<file path="src/rtl/mem_port_arbiter.sv">
// mem_port_arbiter: shares a single-port unified memory between the instruction-fetch path
// (read only) and the load/store data path (read or write) using a req/done handshake that
// hides the memory's multi-cycle latency.
//
// Ports:
//   Clk, Reset_signal              clock (rising edge), asynchronous active-high reset
//   if_req/if_addr                 fetch request (level, held until if_done) and address
//   if_done/if_rdata               one-cycle completion pulse and registered fetched word
//   d_req/d_we/d_addr/d_wdata      data request (level), write flag, address, store data
//   d_done/d_rdata                 one-cycle completion pulse and registered loaded word
//   mem_addr/mem_wdata/mem_wr      registered memory address, write data, write enable
//   mem_rdata                      memory read data
//   busy/owner/StateOut            not idle, current/last grantee (1 = data), encoded state
module mem_port_arbiter #(
  parameter int unsigned ADDR_W = 32,
  parameter int unsigned DATA_W = 32,
  parameter int unsigned RD_LAT = 2,
  parameter int unsigned WR_LAT = 1
) (
  input  logic              Clk,
  input  logic              Reset_signal,
  input  logic              if_req,
  input  logic [ADDR_W-1:0] if_addr,
  output logic              if_done,
  output logic [DATA_W-1:0] if_rdata,
  input  logic              d_req,
  input  logic              d_we,
  input  logic [ADDR_W-1:0] d_addr,
  input  logic [DATA_W-1:0] d_wdata,
  output logic              d_done,
  output logic [DATA_W-1:0] d_rdata,
  output logic [ADDR_W-1:0] mem_addr,
  output logic [DATA_W-1:0] mem_wdata,
  output logic              mem_wr,
  input  logic [DATA_W-1:0] mem_rdata,
  output logic              busy,
  output logic              owner,
  output logic [1:0]        StateOut
);

  if (RD_LAT < 1 || RD_LAT > 15) begin : g_bad_rd_lat
    $error("RD_LAT must be in 1..15");
  end
  if (WR_LAT < 1 || WR_LAT > 15) begin : g_bad_wr_lat
    $error("WR_LAT must be in 1..15");
  end

  localparam logic [3:0] RdCnt = 4'(RD_LAT - 1);
  localparam logic [3:0] WrCnt = 4'(WR_LAT - 1);

  typedef enum logic [1:0] {
    StIdle   = 2'd0,
    StAccess = 2'd1,
    StResp   = 2'd2
  } state_e;

  state_e              state_q, state_d;
  logic [3:0]          cnt_q, cnt_d;
  logic                owner_q, owner_d;
  logic                last_grant_q, last_grant_d;
  logic [ADDR_W-1:0]   mem_addr_q, mem_addr_d;
  logic [DATA_W-1:0]   mem_wdata_q, mem_wdata_d;
  logic                mem_wr_q, mem_wr_d;
  logic [DATA_W-1:0]   if_rdata_q, if_rdata_d;
  logic [DATA_W-1:0]   d_rdata_q, d_rdata_d;
  logic                grant_data;
  logic                grant_we;

  always_comb begin
    state_d      = state_q;
    cnt_d        = cnt_q;
    owner_d      = owner_q;
    last_grant_d = last_grant_q;
    mem_addr_d   = mem_addr_q;
    mem_wdata_d  = mem_wdata_q;
    mem_wr_d     = mem_wr_q;
    if_rdata_d   = if_rdata_q;
    d_rdata_d    = d_rdata_q;
    grant_data   = 1'b0;
    grant_we     = 1'b0;

    unique case (state_q)
      StIdle: begin
        mem_wr_d = 1'b0;
        if (if_req || d_req) begin
          // On a tie the side that did not win last time gets the port.
          grant_data   = d_req && (!if_req || !last_grant_q);
          grant_we     = grant_data && d_we;
          owner_d      = grant_data;
          last_grant_d = grant_data;
          mem_addr_d   = grant_data ? d_addr : if_addr;
          if (grant_data) begin
            mem_wdata_d = d_wdata;
          end
          mem_wr_d = grant_we;
          cnt_d    = grant_we ? WrCnt : RdCnt;
          state_d  = StAccess;
        end
      end
      StAccess: begin
        if (cnt_q == 4'd0) begin
          // mem_wr_q still tells us whether this access is a write.
          if (!mem_wr_q) begin
            if (owner_q) begin
              d_rdata_d = mem_rdata;
            end else begin
              if_rdata_d = mem_rdata;
            end
          end
          mem_wr_d = 1'b0;
          state_d  = StResp;
        end else begin
          cnt_d = cnt_q - 4'd1;
        end
      end
      StResp: begin
        mem_wr_d = 1'b0;
        state_d  = StIdle;
      end
      default: begin
        mem_wr_d = 1'b0;
        state_d  = StIdle;
      end
    endcase
  end

  always_ff @(posedge Clk or posedge Reset_signal) begin
    if (Reset_signal) begin
      state_q      <= StIdle;
      cnt_q        <= 4'd0;
      owner_q      <= 1'b0;
      last_grant_q <= 1'b1;
      mem_addr_q   <= '0;
      mem_wdata_q  <= '0;
      mem_wr_q     <= 1'b0;
      if_rdata_q   <= '0;
      d_rdata_q    <= '0;
    end else begin
      state_q      <= state_d;
      cnt_q        <= cnt_d;
      owner_q      <= owner_d;
      last_grant_q <= last_grant_d;
      mem_addr_q   <= mem_addr_d;
      mem_wdata_q  <= mem_wdata_d;
      mem_wr_q     <= mem_wr_d;
      if_rdata_q   <= if_rdata_d;
      d_rdata_q    <= d_rdata_d;
    end
  end

  assign if_done   = (state_q == StResp) && !owner_q;
  assign d_done    = (state_q == StResp) && owner_q;
  assign if_rdata  = if_rdata_q;
  assign d_rdata   = d_rdata_q;
  assign mem_addr  = mem_addr_q;
  assign mem_wdata = mem_wdata_q;
  assign mem_wr    = mem_wr_q;
  assign busy      = (state_q != StIdle);
  assign owner     = owner_q;
  assign StateOut  = state_q;

endmodule
</file>
<file path="config.mk">
export PLATFORM = sky130hd
export DESIGN_NAME = mem_port_arbiter
export DESIGN_NICKNAME = d
export VERILOG_FILES = /design/src/rtl/mem_port_arbiter.sv
export SDC_FILE = /design/constraint.sdc
export NUM_CORES = 1
export LEC_CHECK = 0
export CORE_ASPECT_RATIO = 1.25
export CORE_MARGIN = 2
export CORE_UTILIZATION = 41
export CTS_CLUSTER_SIZE = 40
export DETAILED_ROUTE_END_ITERATION = 12
export PLACE_DENSITY = 0.9
export SLEW_MARGIN = 20
export SYNTH_ARGS = -nofsm -noshare
export SYNTH_HDL_FRONTEND = slang
export SYNTH_SLANG_ARGS = --single-unit
</file>
<file path="constraint.sdc">
create_clock -name Clk -period 6.1 [get_ports Clk]
set_input_delay 1.83 -clock Clk [delete_from_list [all_inputs] [get_ports Clk]]
set_output_delay 1.83 -clock Clk [all_outputs]
set_load 0.005 [all_outputs]
</file>
Word-level counts from Yosys, hierarchy flattened
Cells that the tools add are included.
Widths: inputs -> output; s select.

word-level totals
  bits in registers = 137

cells by class
  multiplexer cells = 11
  bitwise gates (word level) = 2
  $add $sub $neg = 1
  reduce and logical (&&, ||, !) cells = 19
  eq/ne operators = 5

operators with widths
  kind                 count
  $mux 32              1
  $mux 4               2
  $pmux 4 s2           1
  $reduce_and 4->1     2
  $ne 2x2->1 const B   3
  $reduce_and 3->1     2
  $logic_and 1x1->1    4
  $logic_not 4->1      1
  $mux 2               2
  $pmux 2 s2           1
  $reduce_and 2->1     2
  $reduce_bool 2->1    2
  $sub 4x1->4 const B  1
  $logic_not 1->1      3
  $mux 1               3
  $eq 2x1->1 const B   1
  $eq 2x2->1 const B   1
  $logic_not 2->1      1
  $logic_or 1x1->1     2
  $not 1->1            2
  $pmux 1 s2           1

Depth between registers and ports, before layout
  word-level depth = 7
  gate-level depth with buffers = 7
  gate-level depth less buffers = 5

Least setup slack after synthesis
No wires, ideal clock.

  path type = in2reg
  start = in d_req
  end = reg mem_wdata_q[10], in the netlist mem_wdata[10]
  buffers on the path = 2
  setup time = 125 ps
  arrival = 3053 ps
  slack = 2922 ps
  required time = 5975 ps
  cell stages on the path = 5
  cells stage by stage = a21bo_2 -> clkbuf_1 -> nor2_2 -> buf_2 -> mux2_2

between the ends
  longest elaborated chain between the ends = 2

ends and longest elaborated chain
  element                                                line    text
  start: declaration                                     26      input logic d_req,
  $logic_or 1x1->1 or $logic_and 1x1->1 (tied branches)  85, 87
  $reduce_and 3->1 (no source line) (*)                  n/a
  end signal: assignment                                 144     mem_wdata_q <= mem_wdata_d;
  end: declaration                                       62      logic [DATA_W-1:0] mem_wdata_q, mem_wdata_d;

Mark *: on every way between the ends. The rest lies on a longest branch, timed or not.
A chain may end at the register's enable or synchronous reset.

Final worst setup path
  start = in if_req
  end = reg mem_addr_q[27], in the netlist mem_addr[27]

between the ends
  longest elaborated chain between the ends = 4

ends and longest elaborated chain
  element                 line  text
  start: declaration      22    input logic if_req,
  $logic_not 1->1         87    grant_data = d_req && (!if_req || !last_grant_q);
  $logic_or 1x1->1        87
  $logic_and 1x1->1       87
  $mux 32                 91    mem_addr_d = grant_data ? d_addr : if_addr;
  end signal: assignment  143   mem_addr_q <= mem_addr_d;
  end: declaration        61    logic [ADDR_W-1:0] mem_addr_q, mem_addr_d;

Several ways; a longest one is shown, not always the timed one.

==> metrics list <==
- Post-cts gate resize count: 0
- The netlist uses 34 different library cells.
* Total Nets Final: 794
- Along the worst path, the maximum fanout reaches 36.
* Highest metal layer used by the detailed router: met4
- Flip-flop and latch count after synthesis: 137
- After technology mapping, the gate count stands at 397.
- In this run the worst setup path begins at if_req.
- End of the worst register-to-register path: d_rdata[2]
- CTS saw 137 sinks.
- Kind of end point of the critical path: flop
- Entering global routing, the biggest net connects 108 pins.
- Routability-driven placement finished with a final weighted congestion of 0.781.
- Result of the run: completed
* DR WL met3: 1.41 mm
* Sequential element share of the synthesized area: 59.9%
* Sequential cell area: 0.00343 mm²
- The core region is 0.0138 mm².
* Max Slew Vio Count: 0
- From synthesis to final layout, the design area changed by 58.1%.
- In this run, the clock network consumes 21.2% of the power.
* Die Y-Extent: 136 µm
- Setup repair after global routing left no endpoint under its margin.
- The worst setup path is of the in -> reg kind.
- Counting cells, the worst reg-to-reg path comes to 5.
- Summing over every cut layer, the via total after detailed routing is 4,242.
- In the routed layout, each cell is associated on average with a via count of 5.01.
* Detailed-routed wire length on met2: 7.76 mm
- The floorplan step defined a die boundary enclosing 0.0149 mm².
* Arrival time of data at the critical path endpoint: 3.99 ns
* Number of antenna violations at the first check in global routing: 0
- Number of I/O port buffers: 267
- TNS Setup: 0 ns
- The root buffer cell chosen for the clock tree is clkbuf_16.
* Internal: 3.33 mW
* Number of warning messages in the yosys log: 0
- Net Switching: 1.37 mW
- The number of hold-slack violations in the final timing report came to 0.
- IO Count: 268
- Reg power frac: 35.3%
- After detailed routing, the number of remaining DRC violations is 0.
- Global routing finished with a remaining overflow of 0.
* Part of the cycle the worst path needs: 61.6%
- Number of diodes: 0
- Maximum clock path buffer count: 2
- Initial core utilization: 41.6%
* Number of buffers added by the clock tree synthesis step: 17
- Final Skew: 0.00960 ns
- The smallest clock period supported by the final layout is computed as 3.76 ns.
- Clock-pin slew was measured on the worst setup and hold paths at 0.06 ns.
- Total Routed Length: 15.1 mm
- Global routing used 20.3% of the available tracks.
- Register-to-register setup slack: 3.58 ns
* First-pass detailed-route iteration total: 4
- Post-route insts no fill: 847
* Sw Share: 29.1%
- Summing all multi-input logic gate instances after layout gives 0.00211 mm².
* Cell area after technology mapping: 0.00572 mm²
- Summed over all cells, the static leakage comes to 3.93 nW.
* Clock insertion delay at the later pin of the skew report: 0.40 ns
- Based on the critical path, the design can be clocked at up to 266 MHz.
- Power density over the cells: 518 mW/mm²
* Pin slew with the least headroom to its limit: 1.02 ns
- Reg-to-Reg Start: cnt_q[0]
- The startpoint identified for the worst hold timing path is if_rdata[30].
- Fill cells in the final layout number 965.
- CTS tree: yes
- Number of H-tree levels: 4
- Mapped Avg Cell Area: 14.4 µm²
- For this block, wires on met1 add up to 5.70 mm.
- Combinational power share: 43.4%
* Fraction of final layout cells with drive strength greater than 1: 20.4%
* Hold-fix buffers at CTS: 0
* Headroom to the max-slew limit: 31.8%
- Including well taps, the total number of placed cells is 816.
- IR analysis of the VDD net gives a maximum drop of 343 µV.
* Floorplan die width: 110 µm
- Dividing the detail-routed wire length by the instance count gives 17.9 µm.
- Hpwl dp: 11.1 mm
- Via count of the first global-routing pass: 4,427
- Final setup vio count: 0
- When the netlist entered floorplanning its net count stood at 531.
- The worst setup path is launched from an input port.
- Postcts setup bufs: 0
* DR iter-0 viols: 230
* First-pass GRT wire length: 23.1 mm
- Number of max-cap violations: 0
- For the worst setup path, the data required time is 6.33 ns.
* Final ANT Viol Nets: 0
- Endpoint of the worst setup timing path: mem_addr[27]
- Worst min-delay path category: reg -> reg
- In this run the core area contains 48 standard-cell rows.
-- routing by layer --
layer  vias up  GRT usage (%)
met4         0           7.52
met3        21           6.57
met1      2071           23.5
li1       1947              -
met5         -              0
met2       203           34.8
-- layout by cell type, fill, tap and decap left out --
| cell type | count |
|---|---|
| and2b_2 | 1 |
| clkinv_2 | 4 |
| or4_1 | 2 |
| clkinv_4 | 4 |
| inv_1 | 3 |
| dfrtp_1 | 136 |
| or3_1 | 1 |
| clkdlybuf4s50_1 | 267 |
| nand3_1 | 2 |
| clkinvlp_4 | 2 |
| or3b_4 | 1 |
| nor3_1 | 2 |
| nor3b_1 | 3 |
| nand2_1 | 2 |
| bufinv_16 | 2 |
| o221ai_1 | 1 |
| a21o_1 | 2 |
| mux2_1 | 2 |
| mux2_2 | 64 |
| ha_1 | 1 |
| clkbuf_16 | 17 |
| o21ai_0 | 67 |
| mux2i_1 | 33 |
| inv_8 | 1 |
| o211ai_1 | 1 |
| a21bo_2 | 1 |
| o21a_1 | 1 |
| mux2_4 | 30 |
| dfstp_2 | 1 |
| nor2_4 | 2 |
| or4b_4 | 1 |
| nor2_1 | 2 |
| inv_6 | 2 |
| a22o_1 | 1 |
| buf_4 | 4 |
| or2_1 | 2 |
| nand2b_1 | 2 |
| a21boi_0 | 1 |
| a221oi_1 | 1 |
-- kinds of logic after synthesis --
group                      Yosys count  share of synthesized area (%)
and+or+nand+nor                     23                           2.58
DFF                                137                           59.9
buffers and inverters               31                           3.52
muxes                              129                           26.6
AOI/OAI and AO/OA                   76                           7.15
adders and majority gates            1                          0.219
-- power by group through the flow --
stage,clock (mW),combinational [mW],sequential [mW]
after floorplan,0,0.862,1.65
after global placement,0,1.97,1.63
after detailed placement,0,2.05,1.66
after CTS,1.01,2.06,1.66
after global routing,1.06,2.20,1.71
final,0.997,2.04,1.66
-- how the worst min path moves through the flow --
stage	end	slack, ns	cells after the start
2_1_floorplan	if_rdata[24]	0.49	1
3_3_place_gp	if_rdata[24]	0.48	1
3_5_place_dp	d_rdata[8]	0.49	1
4_1_cts	if_rdata[8]	0.51	1
5_1_grt	mem_wdata[5]	0.52	1
6_report	if_rdata[30]	0.50	1
-- state kept, by name, indices dropped and copies added (netlist names) --
signal        count
mem_addr         32
mem_wdata        32
owner             1
StateOut          2
mem_wr            1
d_rdata          32
cnt_q             4
last_grant_q      1
if_rdata         32
-- stage by stage --
stage          setup WS [ns]  util (%)  hold slack [ns]  power (mW)  cell area, µm²
2_1_floorplan          0.604         -            0.489        2.51            5720
3_3_place_gp            1.82      61.6            0.477        3.61            8470
3_5_place_dp            1.63      61.6            0.492        3.71            8470
4_1_cts                 2.06      65.8            0.505        4.73            9050
5_1_grt                 2.09      65.8            0.517        4.97            9050
6_report                2.34      65.8            0.503        4.69            9050
-- cells in the mapped netlist (all sizes together) --
cell	count	area share [%]
or4b	1	0.24
o221ai	1	0.15
mux2	96	21
dfstp	1	0.46
or3	1	0.11
or3b	1	0.20
and2b	1	0.15
nor3b	3	0.39
mux2i	33	5.8
ha	1	0.22
nand2b	2	0.22
o211ai	1	0.13
o21ai	67	5.9
nand3	2	0.17
buf	12	2.3
clkbuf	15	0.98
a21bo	1	0.17
or2	2	0.22
dfrtp	136	59
o21a	1	0.13
nor2	4	0.31
inv	4	0.26
nand2	2	0.13
a22o	1	0.15
a221oi	1	0.15
a21boi	1	0.13
or4	2	0.26
a21o	2	0.26
nor3	2	0.17
-- critical path, cell delays in order --
cell and delay (ns):
clkdlybuf4s50_1 0.48, nor2_4 0.53, or2_1 0.87, o21ai_0 0.26
-- cell type report --
class	count	area share [%]
inverters	4	0.221
clock inverters	14	1.66
well taps	175	2.42
repair buffers	271	29.9
clock buffers	17	4.70
flip-flops and latches	137	37.9
multi-input cells	229	23.3
Power figures use the tool's default switching activity.
